<file path="src/rtl/upcntr_seq_ctrl.sv">
// upcntr_seq_ctrl: issues prescaled trigger pulses to a 2-bit up-counter and mirrors its value.
// Optional wrap indication built only when UPCNTR_SEQ_WRAP_IRQ_EN is defined.
module upcntr_seq_ctrl #(
   parameter int PRESCALE_W = 8,
   parameter int STEPS_W    = 8
) (
   input  logic                  clk,
   input  logic                  reset,
   input  logic                  start,
   input  logic                  stop,
   input  logic [PRESCALE_W-1:0] prescale,
   input  logic [STEPS_W-1:0]    steps,
   output logic                  trigger,
   output logic                  busy,
   output logic                  done,
   output logic [STEPS_W-1:0]    steps_left,
   output logic [1:0]            cnt_mirror,
   output logic                  wrap_pulse
);
   localparam logic [1:0] IDLE = 2'd0;
   localparam logic [1:0] RUN  = 2'd1;
   localparam logic [1:0] DONE = 2'd2;

   logic [1:0]            state;
   logic [PRESCALE_W-1:0] pre_cnt;
   logic [PRESCALE_W-1:0] pre_lat;

   assign busy    = state == RUN;
   assign done    = state == DONE;
   // stop suppresses a coincident trigger so the counter never sees an aborted step
   assign trigger = busy && pre_cnt == '0 && !stop;

   always_ff @(posedge clk or negedge reset) begin
      if (!reset) begin
         state      <= IDLE;
         pre_cnt    <= '0;
         pre_lat    <= '0;
         steps_left <= '0;
         cnt_mirror <= 2'd0;
      end else if (state == IDLE && start) begin
         pre_cnt    <= prescale;
         pre_lat    <= prescale;
         steps_left <= steps;
         state      <= steps != '0 ? RUN : DONE;
      end else if (busy) begin
         if (stop)
            state <= IDLE;
         else if (pre_cnt != '0)
            pre_cnt <= pre_cnt - 1'b1;
         else begin
            steps_left <= steps_left - 1'b1;
            cnt_mirror <= cnt_mirror + 2'd1;
            if (steps_left == STEPS_W'(1))
               state <= DONE;
            else
               pre_cnt <= pre_lat;
         end
      end else if (state != IDLE)
         state <= IDLE;
   end

`ifdef UPCNTR_SEQ_WRAP_IRQ_EN
   assign wrap_pulse = trigger && cnt_mirror == 2'd3;
`else
   assign wrap_pulse = 1'b0;
`endif
endmodule

</file>
<file path="config.mk">
export PLATFORM = sky130hd
export DESIGN_NAME = upcntr_seq_ctrl
export DESIGN_NICKNAME = d
export VERILOG_FILES = /design/src/rtl/upcntr_seq_ctrl.sv
export SDC_FILE = /design/constraint.sdc
export NUM_CORES = 1
export LEC_CHECK = 0
export CAP_MARGIN = 20
export CELL_PAD_IN_SITES_DETAIL_PLACEMENT = 0
export CELL_PAD_IN_SITES_GLOBAL_PLACEMENT = 2
export CORE_UTILIZATION = 30
export CTS_CLUSTER_SIZE = 12
export DETAILED_ROUTE_END_ITERATION = 6
export PLACE_DENSITY = 0.87
export SYNTH_ARGS = -nofsm -noshare
export SYNTH_HDL_FRONTEND = slang
export SYNTH_SLANG_ARGS = --single-unit
</file>
<file path="constraint.sdc">
create_clock -name clk -period 2.7 [get_ports clk]
set_input_delay 0.405 -clock clk [delete_from_list [all_inputs] [get_ports clk]]
set_output_delay 0.405 -clock clk [all_outputs]
set_load 0.005 [all_outputs]
</file>
==> run metrics, run 1 <==
status=finished, final reports clean; Clk Latency, worst-skew pair=0.28 ns; Slew Viols, Final=0; final WL=3945 um; max frequency=398.9 MHz; worst path required time=2.30 ns; xor-xnor portion of the synthesized cell area=2.194%; Worst path max stage delay=0.52 ns; fin crit share=92.84%; WHS=0.4831 ns; Worst path slowest cell=clkdlybuf4s50_1; worst min-delay path endpoint=cnt_mirror[1]; H-tree level count=1; setup ws final=0.1932 ns; Synth cell types=43; worst hold path class=flop to flop; Synth top area share=43.89%; Detail Placement HPWL=2930 um; cell with the most instances after synthesis=nand2_1; vias in the first global route=1374; Post-Synthesis Net Count=204; synthesized cell area=0.001597 mm2; largest net degree at the start of global routing=29; Crit Path Category=flop to primary output; Post-CTS Setup Bufs=0; drt first pass iters=4; fin crit period=2.507 ns; Clock Sinks=28; GR Util All Layers=15.95%; FP Rows=26; Power Density=928.4 mW/mm2; Synth Area in Simple Gates=25.78%; first-pass GRT wire length=6727 um; largest family of logic cells by synthesized area=simple AND/OR/NAND/NOR gates; Syn-to-layout area delta=30.72%; Lkg Pwr=0.8790 nW; Avg WL per Cell=13.89 um; Filler cells=545; Worst R2R Setup Slack=0.37 ns; Final setup viols=0; met1 Track Usage GR=22.27%; setup TNS after final layout=0 ns; antenna violations before repair=0; Vias=1386; CTS max path bufs=2; CTS resizes=0; dominant cell type by area after synthesis=dfrtp_1; # diodes=0; M3 GR Usage=1.740%; gr busiest metal=met2; layout cells sized above 1=9.813%; Core ar.=0.005107 mm2; Synth top cells by count=nand2_1 (32), dfrtp_1 (28), nor2_1 (14); I/O pin count=34; Synth Area in Compound Gates=17.16%; CP Launch Type=flop; cells after synthesis=180; Crit Path Max Fanout=5; hold buffers post-CTS=0; hold path start=cnt_mirror[1]; DRT iter0 DRCs=82; Async SR Flop Fraction=100.0%; synthesized flop and latch total=28; TritonCTS buffer count=3; number of enable flip-flop cells after synthesis=0; nets=239; die area=0.005618 mm2; Yosys warning count=0; Hold Fails Final Rpt=0; Layout Skew=0.01191 ns; RR Startpoint=steps_left[2]; Reg2Reg Depth=5; Worst Path Arrival=2.10 ns; CTS tree=built; Synth Flop Type=dfrtp_1; critical path, cell by cell=inv_1, ha_1, or3b_4, nor3_4, clkdlybuf4s50_1; clock root buffer=clkbuf_8; Worst-path clk slew=0.10 ns; worst reg2reg endpoint=pre_cnt[2]; die height=74.95 um; Initial Util=31.26%; GPL Wtd Cong=0.7654; Setup crit start=pre_cnt[0]; Crit. End Element=primary output; synth top area cells=dfrtp_1 (44%), nand2_1 (7.5%), a21oi_1 (4.1%), nor2_1 (3.3%), ha_1 (3.1%); ANT nets after route=0; RSZ-0062 raised after global routing=no; vias per cell=4.880; max_cap viols=0; Post-Synth Adder-Cell Area=3.135%; Die X=74.95 um; total grt overflow=0; Design Power=0.001938 W; Port Buffer Count=32; Post-Syn Area per Cell=8.870 um2; routing usage on met2=25.63%; register area share after synthesis=43.89%; Residual DRC=0; pre-CTS setup slack=0.2018 ns; worst vdd ir=0.3080 mV; mux share of post-synthesis cell area=3.213%; Hold Path Depth=1
-- worst max-delay path by stage --
| stage | end | slack, ns | cells after the start |
|---|---|---|---|
| finish | trigger | 0.19 | 5 |
| global route | trigger | 0.08 | 5 |
| CTS | trigger | 0.04 | 5 |
| detailed placement | steps_left[7] | 0.20 | 7 |
| global placement | trigger | 0.20 | 4 |
| floorplan | steps_left[7] | 0.53 | 7 |
-- metal layers --
metal	wire, um	vias up
met3	80	4
met4	57	0
met2	1804	19
met5	0	-
met1	2002	659
li1	-	704
-- critical path: cells and delay by family (launching register included) --
kind	cells	cell delay, ns
buf+inv	2	0.61
simple gates	2	0.58
flops	1	0.42
fa+ha+maj	1	0.20
-- through the flow --
stage	cell area [um2]	std cells	util, %
global placement	2013	280	39.42
global route	2087	284	40.86
detailed placement	2013	280	39.42
CTS	2085	284	40.81
floorplan	1597	180	-
finish	2087	284	40.86
-- logic make-up (layout without fill, tap and decap cells) --
kind of cell,count (synthesis),count (layout)
adder cells (fa/ha/maj),4,4
other,1,1
multiplexers,5,5
AND/OR/NAND/NOR,82,82
flip-flops,28,28
AO/OA/AOI/OAI,41,41
buffers and inverters,15,49
XOR/XNOR,4,4
-- placed cells by master (no fill, tap or decap), drive strengths merged, types with 2 or more instances in the layout --
master,synthesis,layout
a211o,3,3
a21oi,13,13
a221o,4,4
a31oi,2,2
buf,5,8
clkbuf,5,3
clkdlybuf4s50,0,32
dfrtp,28,28
ha,4,4
inv,5,5
mux2i,4,4
nand2,33,33
nand2b,2,2
nand3,2,2
nor2,14,14
nor2b,5,5
nor3,10,10
nor4,2,2
o211ai,3,3
o21ai,9,9
or2,2,2
or3,2,2
or3b,2,2
or4,6,6
xnor2,2,2
xor2,2,2
-- state kept, by name, indices dropped and copies added (netlist names) --
signal	flops
state	2
pre_cnt	8
steps_left	8
pre_lat	8
cnt_mirror	2
-- area by class of cell --
type	count	area, um2	share of cell area, %
clock buffer	3	41.29	1.978
multi-input combinational	137	828.3	39.69
tap	70	87.58	4.197
clock inverter	1	30.03	1.439
sequential	28	700.7	33.57
inverter	5	18.77	0.8993
timing repair buffer	40	380.4	18.23
-- where the power goes --
part           leakage (nW)  switching [W]  internal (W)
Sequential            0.344       0.000204      0.000604
Combinational         0.500       0.000373      0.000423
Clock                0.0357       0.000135      0.000199
Note: power is estimated with default switching activity, not from simulation.
==> inputs of run 2 (changes only) <==
--- a/config.mk
+++ b/config.mk
@@ -11,7 +11,7 @@
 export CORE_UTILIZATION = 30
 export CTS_CLUSTER_SIZE = 12
 export DETAILED_ROUTE_END_ITERATION = 6
-export PLACE_DENSITY = 0.87
+export PLACE_DENSITY = 0.9
 export SYNTH_ARGS = -nofsm -noshare
 export SYNTH_HDL_FRONTEND = slang
 export SYNTH_SLANG_ARGS = --single-unit
==> run 2 against run 1 <==
Against the previous run:
- fmax decreased by 0.72%
- setup slack got worse by 0.018 ns
- die area unchanged
- non-clock buffer count unchanged
- sequential power decreased by 1%
- via count about the same
- critical path type unchanged
- largest cell class unchanged
- largest power group is now combinational cells
==> run metrics, run 2 (synthesis gave the netlist of run 1 again) <==
status=finished, final reports clean; I/O pin count=34 (unchanged); max_cap viols=0 (unchanged); clock root buffer=clkbuf_8; Initial Util=31.26% (unchanged); WHS=0.4940 ns (+0.01097 ns); RR Startpoint=steps_left[2]; max frequency=396.0 MHz (-0.72%); Power Density=934.1 mW/mm2 (+0.61%); Layout Skew=0.007508 ns (-0.004399 ns); Syn-to-layout area delta=30.72% (unchanged); Filler cells=534 (-2.0%); Detail Placement HPWL=2871 um (-2.0%); Core ar.=0.005107 mm2 (unchanged); vias in the first global route=1334 (-2.9%); total grt overflow=0 (unchanged); Slew Viols, Final=0 (unchanged); die height=74.95 um (unchanged); Hold Fails Final Rpt=0 (unchanged); Port Buffer Count=32 (unchanged); worst path required time=2.30 ns (about the same); layout cells sized above 1=9.813% (unchanged); Clk Latency, worst-skew pair=0.28 ns (about the same); DRT iter0 DRCs=69 (-16%); first-pass GRT wire length=6541 um (-2.8%); Crit Path Max Fanout=5 (unchanged); Worst path slowest cell=clkdlybuf4s50_1; ANT nets after route=0 (unchanged); setup TNS after final layout=0 ns (unchanged); Vias=1385 (-0.072%); H-tree level count=1 (unchanged); Reg2Reg Depth=5 (unchanged); Clock Sinks=28 (unchanged); Top Registers=pre_cnt (8), pre_lat (8), steps_left (8); worst reg2reg endpoint=pre_cnt[2]; RSZ-0062 raised after global routing=no; drt first pass iters=4 (unchanged); Final setup viols=0 (unchanged); Crit Path Category=flop to primary output; # diodes=0 (unchanged); final WL=3904 um (-1.0%); Die X=74.95 um (unchanged); CTS max path bufs=2 (unchanged); hold buffers post-CTS=0 (unchanged); GR Util All Layers=15.32% (-0.63 points); FP Rows=26 (unchanged); Worst path max stage delay=0.53 ns (about the same); Worst Path Arrival=2.12 ns (+0.02 ns); worst hold path class=primary input to asynchronous set/reset pin; TritonCTS buffer count=3 (unchanged); Crit. End Element=primary output; Residual DRC=0 (unchanged); critical path, cell by cell=inv_1, ha_1, or3b_4, nor3_4, clkdlybuf4s50_1; die area=0.005618 mm2 (unchanged); antenna violations before repair=0 (unchanged); Avg WL per Cell=13.75 um (-1.0%); CP bufs+invs=2 (unchanged); largest net degree at the start of global routing=29 (unchanged); GPL Wtd Cong=0.7906 (+3.3%); vias per cell=4.877 (about the same); leading cell types in the layout, fill and taps excluded=nand2_1 (32), clkdlybuf4s50_1 (32), dfrtp_1 (28); CP Launch Type=flop; fin crit period=2.525 ns (+0.01816 ns); fin crit share=93.52% (+0.67 points); Lkg Pwr=0.8786 nW (about the same); CP delay by family, top=buffers and inverters; CTS tree=built; Worst R2R Setup Slack=0.38 ns (about the same); worst vdd ir=0.3363 mV (+9.2%); nets=239 (unchanged); Worst-path clk slew=0.11 ns (about the same)
-- run 2: metal layers --
metal | part of all wire [%] | up-vias | global-route usage, %
met1 | 51 | 658 | 22.45
met5 | 0 | - | 0
met3 | 3.4 | 2 | 1.606
met2 | 45 | 26 | 23.62
met4 | 0.87 | 0 | 5.031
li1 | - | 699 | -
-- run 2: cell type report --
type | count | area, um2 | share of cell area, %
Sequential cell | 28 | 700.7 | 33.57
Clock buffer | 3 | 41.29 | 1.978
Clock inverter | 1 | 30.03 | 1.439
Multi-Input combinational cell | 137 | 828.3 | 39.69
Timing Repair Buffer | 40 | 380.4 | 18.23
Inverter | 5 | 18.77 | 0.8993
Tap cell | 70 | 87.58 | 4.197
-- run 2: worst max path at each step --
stage / start / to / slack, ns / cells past startpoint
after floorplan: pre_cnt[0] / steps_left[7] / 0.53 / 7
after global placement: stop / trigger / 0.19 / 4
after detailed placement: stop / trigger / 0.20 / 4
after CTS: pre_cnt[0] / trigger / 0.03 / 5
after global routing: pre_cnt[0] / trigger / 0.08 / 5
final: pre_cnt[0] / trigger / 0.18 / 5
-- run 2: report_power, final --
| group | internal [W] | switching [W] |
|---|---|---|
| clock network | 0.000199 | 0.000141 |
| logic | 0.000428 | 0.000385 |
| registers | 0.000604 | 0.000193 |
| total | 0.00123 | 0.000719 |
-- run 2: repair_timing --
action                                  4_1_cts  5_1_grt
resized for setup                             0        1
endpoints found under the setup margin        0        1
buffers inserted                              0        0
-- run 2: per-stage QoR --
step / instances / total power (W) / util, % / setup WS (ns) / area [um2]
2_1_floorplan: 180 / 0.001275 / - / 0.5318 / 1597
3_3_place_gp: 280 / 0.001608 / 39.42 / 0.1889 / 2013
3_5_place_dp: 280 / 0.001620 / 39.42 / 0.2027 / 2013
4_1_cts: 284 / 0.001962 / 40.81 / 0.02809 / 2085
5_1_grt: 284 / 0.002119 / 40.86 / 0.07742 / 2087
6_report: 284 / 0.001949 / 40.86 / 0.1750 / 2087
==> inputs of run 3 (changes only) <==
--- a/config.mk
+++ b/config.mk
@@ -11,6 +11,7 @@
 export CORE_UTILIZATION = 30
 export CTS_CLUSTER_SIZE = 12
 export DETAILED_ROUTE_END_ITERATION = 6
+export MAX_ROUTING_LAYER = met4
 export PLACE_DENSITY = 0.9
 export SYNTH_ARGS = -nofsm -noshare
 export SYNTH_HDL_FRONTEND = slang
==> run 3 against run 2 <==
Against the previous run:
- non-clock buffer count stayed put
- sequential share of layout area stayed put
- power hardly changed
- global-route usage is 0.48 points higher
- sequential power hardly changed
- critical path type unchanged
- flip-flop and latch count stayed put
- clock skew is 0.0014 ns higher
==> run metrics, run 3 (synthesis gave the netlist of run 1 again) <==
leading cell types in the layout, fill and taps excluded=nand2_1 (32), clkdlybuf4s50_1 (32), dfrtp_1 (28); final WL=3902 um (about the same); Crit Path Category=flop to primary output; CP Launch Type=flop; Crit Path Max Fanout=5 (unchanged); die height=74.95 um (unchanged); DRT iter0 DRCs=69 (unchanged); Syn-to-layout area delta=30.72% (unchanged); I/O pin count=34 (unchanged); Vias=1389 (+0.29%); H-tree level count=1 (unchanged); final core occ=40.86% (unchanged); Internal=0.001230 W (unchanged); vias in the first global route=1336 (+0.15%); RSZ-0062 raised after global routing=no; first-pass GRT wire length=6534 um (-0.11%); Residual DRC=0 (unchanged); Final setup viols=0 (unchanged); clock root buffer=clkbuf_8; status=finished, final reports clean; FP Rows=26 (unchanged); Die X=74.95 um (unchanged); ANT nets after route=0 (unchanged); Layout Skew=0.008862 ns (+0.001354 ns); worst hold path class=primary input to asynchronous set/reset pin; setup TNS after final layout=0 ns (unchanged); TritonCTS buffer count=3 (unchanged); worst vdd ir=0.3366 mV (+0.10%); CTS tree=built; hold buffers post-CTS=0 (unchanged); fin crit period=2.525 ns (-0.0004010 ns); Worst path max stage delay=0.53 ns (about the same); Design Power=0.001950 W (about the same); layout cells sized above 1=9.813% (unchanged); Port Buffer Count=32 (unchanged); Clk Latency, worst-skew pair=0.28 ns (about the same); Worst Path Arrival=2.12 ns (about the same); max frequency=396.1 MHz (about the same); critical path, cell by cell=inv_1, ha_1, or3b_4, nor3_4, clkdlybuf4s50_1; Detail Placement HPWL=2871 um (unchanged); drt first pass iters=4 (unchanged); Crit. End Element=primary output; CTS max path bufs=2 (unchanged); max_cap viols=0 (unchanged); die area=0.005618 mm2 (unchanged); GR Util All Layers=15.80% (+0.48 points); largest net degree at the start of global routing=29 (unchanged); # diodes=0 (unchanged); Hold Fails Final Rpt=0 (unchanged); antenna violations before repair=0 (unchanged); vias per cell=4.891 (+0.29%); Clock Sinks=28 (unchanged); nets=239 (unchanged); worst path required time=2.30 ns (about the same); Top Registers=pre_cnt (8), pre_lat (8), steps_left (8); Filler cells=534 (unchanged); Core ar.=0.005107 mm2 (unchanged); Worst path slowest cell=clkdlybuf4s50_1; CP bufs+invs=2 (unchanged); Lkg Pwr=0.8786 nW (unchanged); sequential share of power=40.9% (about the same); Avg WL per Cell=13.74 um (about the same); switching share of power=36.91% (about the same); fin crit share=93.50% (about the same); combinational power share=41.6% (about the same); total grt overflow=0 (unchanged); Slew Viols, Final=0 (unchanged); CP delay by family, top=buffers and inverters; Worst-path clk slew=0.11 ns (about the same); Psw=0.0007197 W (about the same); Initial Util=31.26% (unchanged); clock power share=17.5% (about the same); Power Density=934.3 mW/mm2 (about the same); GPL Wtd Cong=0.8018 (+1.4%)
## run 3: per-layer routing
layer  part of all wire (%)  global-route usage [%]  wire length (um)  vias to the layer above
met5                      0                       -                 0                        -
met4                   0.87                   5.031                34                        0
met3                    2.8                   1.606               109                        2
met2                     45                   23.62              1769                       26
met1                     51                   22.45              1989                      664
li1                       -                       -                 -                      697
## run 3: final timing paths
kind | cells after the start | slack (ns) | start | to
min | 2 | 0.50 | reset | pre_cnt[7]
min reg2reg | 2 | 0.50 | pre_lat[4] | pre_lat[4]
max | 5 | 0.18 | pre_cnt[0] | trigger
max reg2reg | 5 | 0.38 | steps_left[2] | pre_cnt[2]
max in group asynchronous | 2 | 1.93 | reset | steps_left[2]
min in group clk | 2 | 0.50 | pre_lat[4] | pre_lat[4]
## run 3: power groups by stage
stage               Sequential, W  Combinational, W  Clock [W]
finish                   0.000797          0.000811   0.000341
global route             0.000828          0.000923   0.000367
CTS                      0.000795          0.000821   0.000345
detailed placement       0.000804          0.000817          0
global placement         0.000801          0.000807          0
floorplan                0.000758          0.000517          0
## run 3: stage by stage
stage / worst slack, ns / cells / hold WS, ns / instance area (um2)
floorplan: 0.5318 / 180 / 0.1094 / 1597
global placement: 0.1889 / 280 / 0.4668 / 2013
detailed placement: 0.2027 / 280 / 0.4626 / 2013
CTS: 0.02809 / 284 / 0.4995 / 2085
global route: 0.07742 / 284 / 0.5223 / 2087
finish: 0.1754 / 284 / 0.4955 / 2087
## run 3: final cells by class
class / instances / area [um2] / share of cell area, %
clock buffers: 3 / 41.29 / 1.978
clock inverters: 1 / 30.03 / 1.439
inverters: 5 / 18.77 / 0.8993
multi-input cells: 137 / 828.3 / 39.69
flip-flops and latches: 28 / 700.7 / 33.57
well taps: 70 / 87.58 / 4.197
repair buffers: 40 / 380.4 / 18.23
## run 3: repair_timing
action / 4_1_cts / 5_1_grt
endpoints found under the setup margin: 0 / 1
resized for setup: 0 / 1
setup buffers: 0 / 0
## run 3: worst register-to-register path, delay by kind of cell, from the launching register on
kind            cells  cell delay, ns
simple gates        2            1.06
compound gates      3            0.71
flops               1            0.45
==> patch 1 (config.mk and constraints of run 1) <==
`STEPS_W`: 8 -> 9.
--- a/src/rtl/upcntr_seq_ctrl.sv
+++ b/src/rtl/upcntr_seq_ctrl.sv
@@ -3,5 +3,5 @@
 module upcntr_seq_ctrl #(
    parameter int PRESCALE_W = 8,
-   parameter int STEPS_W    = 8
+   parameter int STEPS_W    = 9
 ) (
    input  logic                  clk,
Interface: changed (resized steps and steps_left); port bits go from 34 to 36. The function was not compared with the original's and may differ.
==> patch 1 against run 1 <==
- setup slack worse by 0.084 ns
- routed wire length is 6.7% higher
- area after synthesis is 1.6% higher
- worst hold slack worse by 0.010 ns
- sequential share of layout area is 0.47 points lower
- critical path depth is 2 higher
- power is 11% higher
- sequential power is 6.2% higher
- clock power is 2% higher
- sequential cell count is 1 higher
- cell area is 5.2% higher
- highest routed layer unchanged
==> patch 1: results (changes against run 1) <==
[place] quantity of I/O buffers inserted on ports 34 [+6.3%]
[clock_tree] H-tree depth 2 [+1]
[layout] largest registers steps_left: 9 flops, pre_cnt: 8 flops, pre_lat: 8 flops
[global_routing] largest net degree at the start of global routing 30 [+3.4%]
[synthesis] sequential element share of the synthesized area 44.75% [+0.87 points]
[drt] iteration-0 DRC count of the detailed router 70 [-15%]
[global_routing] number of global-route vias before repair 1526 [+11%]
[sta] final worst clock skew 0.007034 ns [-0.004873 ns]
[synthesis] post-synthesis area per instance 8.861 sq um [about the same]
[setup_path] worst flop-to-flop path startpoint steps_left[3]
[clock_tree] CTS clk-pin slew, worst paths 0.06 ns [-0.04 ns]
[setup_path] cells on worst reg2reg path 5 [unchanged]
[synthesis] Async SR Flop Fraction 100.0% [unchanged]
[run_status] result of the run finished, final reports clean
[setup_path] largest incremental delay on the critical path 0.49 ns [-0.03 ns]
[synthesis] warnings from Yosys 0 [unchanged]
[place] DPL Wire Length 3103 um [+5.9%]
[setup_path] Critical path origin pre_cnt[1]
[synthesis] number of distinct library cell variants in the gate-level netlist after synthesis 41 [-4.7%]
[layout] fraction of layout cells with a size suffix above 1 14.35% [+4.5 points]
[setup_path] Crit path arrival time 2.19 ns [+0.09 ns]
[drt] Post-Route WL 4208 um [+6.7%]
[sta] Post-Route Setup TNS 0 ns [unchanged]
[place] final weighted congestion of routability-driven global placement 0.8097 [+5.8%]
[synthesis] dominant cells by area after synthesis sky130_fd_sc_hd__dfrtp_1, sky130_fd_sc_hd__nand2_1, sky130_fd_sc_hd__o211ai_1
[global_routing] gr usage total 16.90% [+0.95 points]
[layout] Final Net Count 254 [+6.3%]
[hold_path] Hold Startpoint cnt_mirror[1]
[clock_tree] number of CTS-inserted buffers 5 [+2]
[place] placed cell count 289 [+3.2%]
[synthesis] leading post-synthesis cells by instance count sky130_fd_sc_hd__nand2_1, sky130_fd_sc_hd__dfrtp_1, sky130_fd_sc_hd__nand3_1
[synthesis] syn nets 208 [+2.0%]
[layout] number of non-filler instances in the completed layout 300 [+5.6%]
[power_and_ir_drop] P_leak 0.9067 nW [+3.1%]
[drt] mean number of vias per cell 5.007 [+2.6%]
[patch 1: cell types whose count changed after synthesis, moves of 5 or more]
cell	run 1	this run
sky130_fd_sc_hd__nand3_1	2	10
sky130_fd_sc_hd__nor4_1	2	7
sky130_fd_sc_hd__nor2_1	14	9
sky130_fd_sc_hd__o211ai_1	3	8
sky130_fd_sc_hd__nand2_1	32	41
[patch 1: power breakdown]
group / total, mW / internal, mW / switching, mW
combinational: 0.951 / 0.497 / 0.454
clock: 0.341 / 0.178 / 0.163
sequential: 0.858 / 0.633 / 0.225
total: 2.15 / 1.31 / 0.841
[patch 1: timing repair]
item	CTS	global route
gates resized for setup	3	1
setup buffers	2	1
setup endpoints to repair	1	1
hold buffers	0	0
endpoints found under the hold margin	0	0
[patch 1: cell type report]
class	count	area [sq um]
fill	556	2977
multi-input combinational	142	857.1
inverter	7	26.28
timing repair buffer	44	415.4
clock buffer	6	72.57
clock inverter	2	10.01
tap	70	87.58
sequential	29	726.9
[patch 1: worst paths after layout]
kind	endpoint	slack, ns
worst max-delay path	trigger	0.11
worst min-delay path	cnt_mirror[1]	0.47
worst max register to register	pre_cnt[5]	0.44
worst min register to register	cnt_mirror[1]	0.47
max in group asynchronous	pre_cnt[0]	1.88
min in group asynchronous	pre_cnt[3]	0.51
[patch 1: worst max-delay path, delay by kind of cell (launching register included)]
family	cells	cell delay, ns
buffers and inverters	3	0.67
AND/OR/NAND/NOR	3	0.64
flip-flops	1	0.39
adder cells (fa/ha/maj)	1	0.21
[patch 1: layer usage]
metal	vias to the layer above	track usage (%)	wire length [um]
met5	-	0	0
met3	5	4.365	123
met1	722	21.90	1953
met4	0	4.321	46
li1	752	-	-
met2	23	28.17	2084
[patch 1: kinds of logic (layout without fill, tap and decap cells)]
logic type / Yosys count / count (layout) / synth area share [%]
compound gates: 40 / 40 / 17.13
simple gates: 92 / 92 / 29.09
fa+ha+maj: 4 / 4 / 3.087
flops: 29 / 29 / 44.75
buf+inv: 12 / 59 / 3.009
other cells: 1 / 1 / 0.2313
xor+xnor: 5 / 5 / 2.701
[patch 1: stage by stage]
| stage | hold slack, ns | area (sq um) | power, mW | utilization (%) | setup slack [ns] |
|---|---|---|---|---|---|
| 2_1_floorplan | 0.1094 | 1622 | 1.350 | - | 0.4259 |
| 3_3_place_gp | 0.4616 | 2085 | 1.763 | 40.30 | 0.1857 |
| 3_5_place_dp | 0.4675 | 2085 | 1.777 | 40.30 | 0.1422 |
| 4_1_cts | 0.4756 | 2186 | 2.163 | 42.26 | 0.04898 |
| 5_1_grt | 0.5085 | 2196 | 2.346 | 42.45 | 0.03281 |
| 6_report | 0.4728 | 2196 | 2.149 | 42.45 | 0.1096 |
==> patch 2 (flow settings as in run 1) <==
Without the edit above. Put a register stage on the outputs `trigger` and `done`, cleared by the reset. The values now appear one clock later. The other outputs are not delayed to match.
--- a/src/rtl/upcntr_seq_ctrl.sv
+++ b/src/rtl/upcntr_seq_ctrl.sv
@@ -27,7 +27,14 @@
 
    assign busy    = state == RUN;
-   assign done    = state == DONE;
+   always_ff @(posedge clk or negedge reset) begin
+      if (!reset) begin
+         trigger <= '0;
+         done    <= '0;
+      end else begin
+         trigger <= busy && pre_cnt == '0 && !stop;
+         done    <= state == DONE;
+      end
+   end
    // stop suppresses a coincident trigger so the counter never sees an aborted step
-   assign trigger = busy && pre_cnt == '0 && !stop;
 
    always_ff @(posedge clk or negedge reset) begin
Check against the original RTL: not equivalent (a bounded check fails within 4 cycles, from zero or initial values and one cycle with reset low).
==> patch 2 against run 1 <==
- cell area rose by 5.9%
- power grew 8.4%
- area after synthesis rose by 4.9%
- maximum frequency grew 19%
- cell count grew 2.8%
- clock skew decreased by 0.0055 ns
- core utilization is 1.3 points higher
- register-to-register slack improved by 0.22 ns
- clock power grew 15%
- worst hold slack better by 0.0055 ns
- highest routed layer unchanged
- global-route usage decreased by 0.42 points
- setup slack better by 0.40 ns
- sequential cell count grew 2
- routed wire length grew 6.0%
==> patch 2: results (changes against run 1) <==
[global_routing] routing usage on met1 20.59% [-1.7 points]
[setup_path] cells on worst reg2reg path 7 [+2]
[layout] Final Net Count 245 [+2.5%]
[setup_path] standard cell with the maximum stage delay on the critical path sky130_fd_sc_hd__dfrtp_1
[hold_path] Hold Startpoint pre_lat[3]
[global_routing] met3 capacity usage during global routing 3.810% [+2.1 points]
[setup_path] worst flop-to-flop path startpoint pre_cnt[0]
[synthesis] sequential element share of the synthesized area 44.81% [+0.92 points]
[setup_path] end of the worst register-to-register path pre_cnt[4]
[power_and_ir_drop] Peak supply drop 286.8 uV [-6.9%]
[synthesis] syn nets 205 [+0.49%]
[setup_path] largest incremental delay on the critical path 0.43 ns [-0.09 ns]
[clock_tree] H-tree depth 2 [+1]
[setup_path] Crit path arrival time 2.28 ns [+0.18 ns]
[run_status] result of the run finished, final reports clean
[synthesis] multiplexer area fraction after synthesis 0.6721% [-2.5 points]
[hold_path] hold depth 2 [+1]
[layout] filler cell count in the final layout 546 [+0.18%]
[sta] fraction of the cycle the final worst path needs 78.21% [-15 points]
[drt] mean number of vias per cell 4.976 [+2.0%]
[synthesis] post-synthesis adder-cell area fraction 2.987% [-0.15 points]
[setup_path] FF-to-FF setup slack 0.59 ns [+0.22 ns]
[drt] wire per inst 14.32 um [+3.1%]
[hold_path] Worst Hold Endpoint pre_lat[3]
[synthesis] compound-cell area share of the yosys netlist 18.89% [+1.7 points]
[synthesis] dominant cells by area after synthesis sky130_fd_sc_hd__dfrtp_1, sky130_fd_sc_hd__nand2_1, sky130_fd_sc_hd__nor2_1
[power_and_ir_drop] switching part of the total power 39.28% [+2.5 points]
[patch 2: power by group through the flow]
stage / clock network, mW / registers (mW) / logic [mW]
5_1_grt: 0.417 / 0.915 / 0.945
4_1_cts: 0.396 / 0.874 / 0.852
2_1_floorplan: 0 / 0.828 / 0.514
3_3_place_gp: 0 / 0.882 / 0.846
6_report: 0.384 / 0.875 / 0.843
3_5_place_dp: 0 / 0.881 / 0.846
[patch 2: cells by family (layout without fill, tap and decap cells)]
family | count (synthesis) | count (layout)
flip-flops | 30 | 30
buffers and inverters | 15 | 56
AO/OA/AOI/OAI | 46 | 46
other | 1 | 1
AND/OR/NAND/NOR | 80 | 80
adder cells (fa/ha/maj) | 4 | 4
XOR/XNOR | 4 | 4
multiplexers | 1 | 1
[patch 2: final cells by class]
class / instances / area share, %
well taps: 70 / 3.964
inverters: 9 / 1.529
repair buffers: 39 / 16.87
flip-flops and latches: 30 / 33.98
multi-input cells: 136 / 39.35
clock inverters: 2 / 0.5663
clock buffers: 6 / 3.737
